`src/rtl/seq_adder_n.sv`:
```
// Multi-cycle WIDTH-bit adder/subtractor that processes SLICE bits per clock behind a start/busy/done handshake.
// Latency: NSTEP = WIDTH/SLICE cycles from the accepting edge to the done pulse. Throughput is one operation per NSTEP+1 cycles.
// Backpressure: start is sampled only while idle. A request made while busy is dropped, not queued.
module seq_adder_n #(
  parameter int WIDTH = 8,
  parameter int SLICE = 1
) (
  input  logic             clk,
  input  logic             reset,
  input  logic             start,
  input  logic [WIDTH-1:0] a,
  input  logic [WIDTH-1:0] b,
  input  logic             cin,
  input  logic             sub,
  output logic             busy,
  output logic             done,
  output logic [WIDTH-1:0] s,
  output logic             cout,
  output logic             ovf
);

  localparam int NSTEP = WIDTH / SLICE;
  localparam int CW    = (NSTEP > 1) ? $clog2(NSTEP) : 1;
  localparam logic [CW-1:0] LAST_STEP = CW'(NSTEP - 1);

  typedef enum logic {
    IDLE = 1'b0,
    RUN  = 1'b1
  } state_t;

  state_t           state;
  // Operand shift registers. The low SLICE bits always hold the slice being
  // summed this cycle. opb already holds ~b for subtraction, so every slice is a
  // plain addition.
  logic [WIDTH-1:0] opa;
  logic [WIDTH-1:0] opb;
  // Sum slices enter at the top and move down. After NSTEP shifts the register
  // holds the whole result in order.
  logic [WIDTH-1:0] acc;
  logic             carry;
  logic [CW-1:0]    cnt;

  logic [SLICE:0]   slice_sum;
  logic [WIDTH-1:0] acc_next;
  logic             msb_cin;

  // Slice adder, result-register update and carry into the slice MSB
  always_comb begin
    slice_sum = {1'b0, opa[SLICE-1:0]} + {1'b0, opb[SLICE-1:0]} + {{SLICE{1'b0}}, carry};
    acc_next  = (acc >> SLICE) | (WIDTH'(slice_sum[SLICE-1:0]) << (WIDTH - SLICE));
    // The sum bit is a ^ b ^ carry_in, so the carry into this bit can be recovered from the bit itself.
    // Only the final slice uses this value. There, bit SLICE-1 is bit WIDTH-1 of the full result.
    msb_cin   = slice_sum[SLICE-1] ^ opa[SLICE-1] ^ opb[SLICE-1];
  end

  // Handshake FSM with datapath. All outputs are registered, and s, cout and ovf change only on completion.
  always_ff @(posedge clk or posedge reset) begin
    if (reset) begin
      state <= IDLE;
      opa   <= '0;
      opb   <= '0;
      acc   <= '0;
      carry <= 1'b0;
      cnt   <= '0;
      busy  <= 1'b0;
      done  <= 1'b0;
      s     <= '0;
      cout  <= 1'b0;
      ovf   <= 1'b0;
    end else begin
      case (state)
        IDLE: begin
          done <= 1'b0;
          if (start) begin
            opa   <= a;
            opb   <= sub ? ~b : b;
            // For subtraction, a - b - bin is computed as a + ~b + (1 - bin).
            carry <= cin ^ sub;
            acc   <= '0;
            cnt   <= '0;
            busy  <= 1'b1;
            state <= RUN;
          end
        end
        RUN: begin
          opa   <= opa >> SLICE;
          opb   <= opb >> SLICE;
          carry <= slice_sum[SLICE];
          acc   <= acc_next;
          cnt   <= cnt + CW'(1);
          if (cnt == LAST_STEP) begin
            s     <= acc_next;
            cout  <= slice_sum[SLICE];
            ovf   <= msb_cin ^ slice_sum[SLICE];
            done  <= 1'b1;
            busy  <= 1'b0;
            state <= IDLE;
          end
        end
        default: begin
          busy  <= 1'b0;
          done  <= 1'b0;
          state <= IDLE;
        end
      endcase
    end
  end

endmodule

```
`config.mk`:
```
export PLATFORM = sky130hd
export DESIGN_NAME = seq_adder_n
export DESIGN_NICKNAME = d
export VERILOG_FILES = /design/src/rtl/seq_adder_n.sv
export SDC_FILE = /design/constraint.sdc
export NUM_CORES = 1
export LEC_CHECK = 0
export CAP_MARGIN = 0
export CELL_PAD_IN_SITES_DETAIL_PLACEMENT = 1
export CELL_PAD_IN_SITES_GLOBAL_PLACEMENT = 2
export CORE_ASPECT_RATIO = 1.4
export CORE_MARGIN = 10
export CORE_UTILIZATION = 25
export CTS_CLUSTER_DIAMETER = 100
export CTS_CLUSTER_SIZE = 20
export DETAILED_ROUTE_END_ITERATION = 6
export GPL_ROUTABILITY_DRIVEN = 0
export PLACE_DENSITY = 0.63
export SLEW_MARGIN = 20
export SYNTH_ARGS = -nofsm -noshare
export SYNTH_HDL_FRONTEND = slang
export SYNTH_SLANG_ARGS = --single-unit
```
`constraint.sdc`:
```
create_clock -name clk -period 2.8 [get_ports clk]
set_input_delay 0.56 -clock clk [delete_from_list [all_inputs] [get_ports clk]]
set_output_delay 0.56 -clock clk [all_outputs]
set_load 0.01 [all_outputs]
```
==> results.txt <==
Status -> complete, no violations
Initial Util -> 25.34%
Layout cell share with drive strength beyond 1 -> 9.375%
FP Rows -> 37
Critical Path Slowest Stage Cell -> clkdlybuf4s50_1
WHS Endpoint -> cout$_DFFE_PP0P_
Cell Chain, Critical Path -> clkdlybuf4s50_1
DP HPWL -> 2902 µm
Sw Share -> 33.76%
Vias in the first global route -> 1406
R2R setup slack -> 1.18 ns
CP startpoint kind -> register
Worst Reg-to-Reg Cells -> 4
Leakage Power -> 1.050 nW
Seq/Total Area, Yosys -> 54.35%
Total Wirelength -> 4067 µm
Netlist Area Pre-Place -> 0.001842 mm²
Leading cell types in the layout, fill and taps excluded -> dfrtp_1 (40), clkdlybuf4s50_1 (32), nand2_1 (22), o21ai_0 (22), mux2i_1 (19)
Period utilization -> 63.78%
Arrival @ worst endpoint -> 1.23 ns
Number of post-CTS setup repair buffers -> 0
Fin area -> 0.002322 mm²
CP required -> 2.24 ns
Clock Sinks -> 40
# Max-Cap Violations -> 0
Worst hold path class -> reg -> reg
Clk_skew -> 0.007577 ns
Max transition margin -> 64.79%
Int Power -> 1.476 mW
Synth warn -> 0
CTS max path bufs -> 2
Synth unique cells -> 22
DR iter-0 viols -> 41
CP max FO -> 3
R2r startpoint -> cnt[0]$_DFFE_PP0P_
Buf/Inv on CP -> 1
CTS H-Tree Depth -> 2
Top delay family on crit path -> buffers and inverters
Gr usage total -> 7.675%
Reg-to-Reg End -> s[6]$_DFFE_PP0P_
Worst-Skew Late Latency -> 0.29 ns
Syn Area/Cell -> 11.58 µm²
Total Power -> 2.228 mW
Drt first pass iters -> 2
Critical Path Sink Type -> output pin
I/O pin count -> 33
Filler Cells Inserted -> 840
Vias after detailed routing -> 1227
DIE AREA -> 0.01125 mm²
Most common cell after layout, fill and taps aside -> dfrtp_1
Final hold violations -> 0
Die X -> 92.54 µm
Final number of setup-violating endpoints -> 0
RSZ-0062 raised after global routing -> no
Clk slew on worst S/H paths -> 0.08 ns
Hold path startpoint -> cout$_DFFE_PP0P_
GRT overflow -> 0
Peak VDD IR -> 0.2406 mV
Initial antenna violation count -> 0
Largest net degree at the start of global routing -> 51
P&R area growth vs syn -> 26.09%
PwrDens -> 959.4 mW/mm²
CP peak stage delay -> 0.55 ns
Clock share of power -> 18.3%
Net Count, Synth -> 183
Crit Path Category -> reg -> out
Switching power total -> 0.7521 mW
Post-synthesis sequential element count -> 40
Max Freq -> 0.5600 GHz
Synth Instances -> 159
Vias per Instance -> 4.246
Port Buffers -> 32
Remaining DRCs -> 0
Ant. Diodes -> 0
Hold_buf cts -> 0
PostCTS Resize Cnt -> 0
Combinational share of power -> 38.4%
Post-layout min period -> 1.786 ns
CTS tree -> done
Root buf cell -> clkbuf_8
Setup_tns -> 0 ns
Worst-Margin Slew -> 0.5282 ns
Final Slew Violations -> 0
Final net count -> 215
Sequential Power Share -> 43.3%
First-pass GRT wire length -> 6893 µm
Core ar. -> 0.007268 mm²
Routed Antenna Nets -> 0
CTS buffer count -> 5
Worst Hold Depth -> 2
Post-Place Cell Area -> 0.002228 mm²
Die span in y -> 121.6 µm
Avg WL per Cell -> 14.07 µm
-- power groups by stage --
stage / Clock, mW / Combinational, mW / Sequential [mW]
2_1_floorplan: 0 / 0.576 / 0.976
3_3_place_gp: 0 / 0.836 / 0.968
3_5_place_dp: 0 / 0.878 / 0.981
4_1_cts: 0.426 / 0.881 / 0.972
5_1_grt: 0.451 / 0.973 / 1.01
6_report: 0.408 / 0.854 / 0.966
-- cell families (layout without fill, tap and decap cells) --
kind of cell	after synthesis	after routing	share of synthesized area, %
AOI/OAI and AO/OA	29	29	8.832
xor gates and xnor gates	12	12	5.706
adders and majority gates	3	3	2.445
buffers and inverters	15	48	5.231
DFF	40	40	54.35
muxes	26	26	15.42
and+or+nand+nor	34	34	8.016
-- stage by stage --
| stage | cells | setup slack [ns] | util [%] | hold slack [ns] |
|---|---|---|---|---|
| 6_report | 289 | 1.014 | 31.95 | 0.4882 |
| 5_1_grt | 289 | 0.9706 | 31.95 | 0.5302 |
| 4_1_cts | 289 | 0.9893 | 31.95 | 0.4966 |
| 3_5_place_dp | 281 | 0.8019 | 30.66 | 0.4791 |
| 3_3_place_gp | 281 | 0.9178 | 30.66 | 0.4631 |
| 2_1_floorplan | 159 | 1.322 | - | 0.4490 |
-- flip-flops by register name, indices dropped and copies added, names as in the netlist --
name	flops
cout	1
opa	8
done	1
s	8
carry	1
opb	8
ovf	1
cnt	3
acc	7
state	1
busy	1
-- worst reg2reg max path, stage by stage (launching register included) --
cell and delay, ns:
dfrtp_1 0.41, ha_1 0.21, ha_1 0.24, nand2_2 0.26
mux2_2 0.38
-- worst max-delay path by stage --
stage / from / end / slack, ns / cells past startpoint
after global placement: sub / opb[6]$_DFFE_PP0P_ / 0.92 / 4
after global routing: busy$_DFFE_PP0P_ / busy / 0.97 / 1
after CTS: busy$_DFFE_PP0P_ / busy / 0.99 / 1
after detailed placement: sub / opb[5]$_DFFE_PP0P_ / 0.80 / 4
after floorplan: reset / acc[1]$_DFFE_PP0P_ / 1.32 / 1
final: busy$_DFFE_PP0P_ / busy / 1.01 / 1
-- cells in the mapped netlist (all sizes together) --
cell type  number  share of area, %
nor2            4              0.81
o21ai          22               6.0
a211oi          1              0.41
mux2i          19                10
o21a            1              0.41
ha              2               1.4
nand2b          7               2.4
buf            10               4.2
nand2          23               4.8
inv             5               1.0
fa              1               1.1
o22ai           1              0.34
dfrtp          40                54
xnor2           4               1.9
a22o            3               1.4
xor2            8               3.8
mux2            7               5.1
a21oi           1              0.27
-- layout make-up --
type / instances / area [µm²] / area share, %
flip-flops and latches: 40 / 1001 / 43.10
multi-input cells: 104 / 744.5 / 32.06
repair buffers: 35 / 342.8 / 14.76
well taps: 97 / 121.4 / 5.226
clock buffers: 7 / 86.33 / 3.718
inverters: 5 / 18.77 / 0.8082
clock inverters: 1 / 7.507 / 0.3233
-- metal layers --
metal / track usage (%) / wire, µm / vias up
li1: - / - / 588
met1: 8.155 / 1611 / 611
met2: 13.27 / 2159 / 22
met3: 2.831 / 229 / 6
met4: 3.482 / 66 / 0
met5: 0 / 0 / -
(Power assumes the default switching activity.)
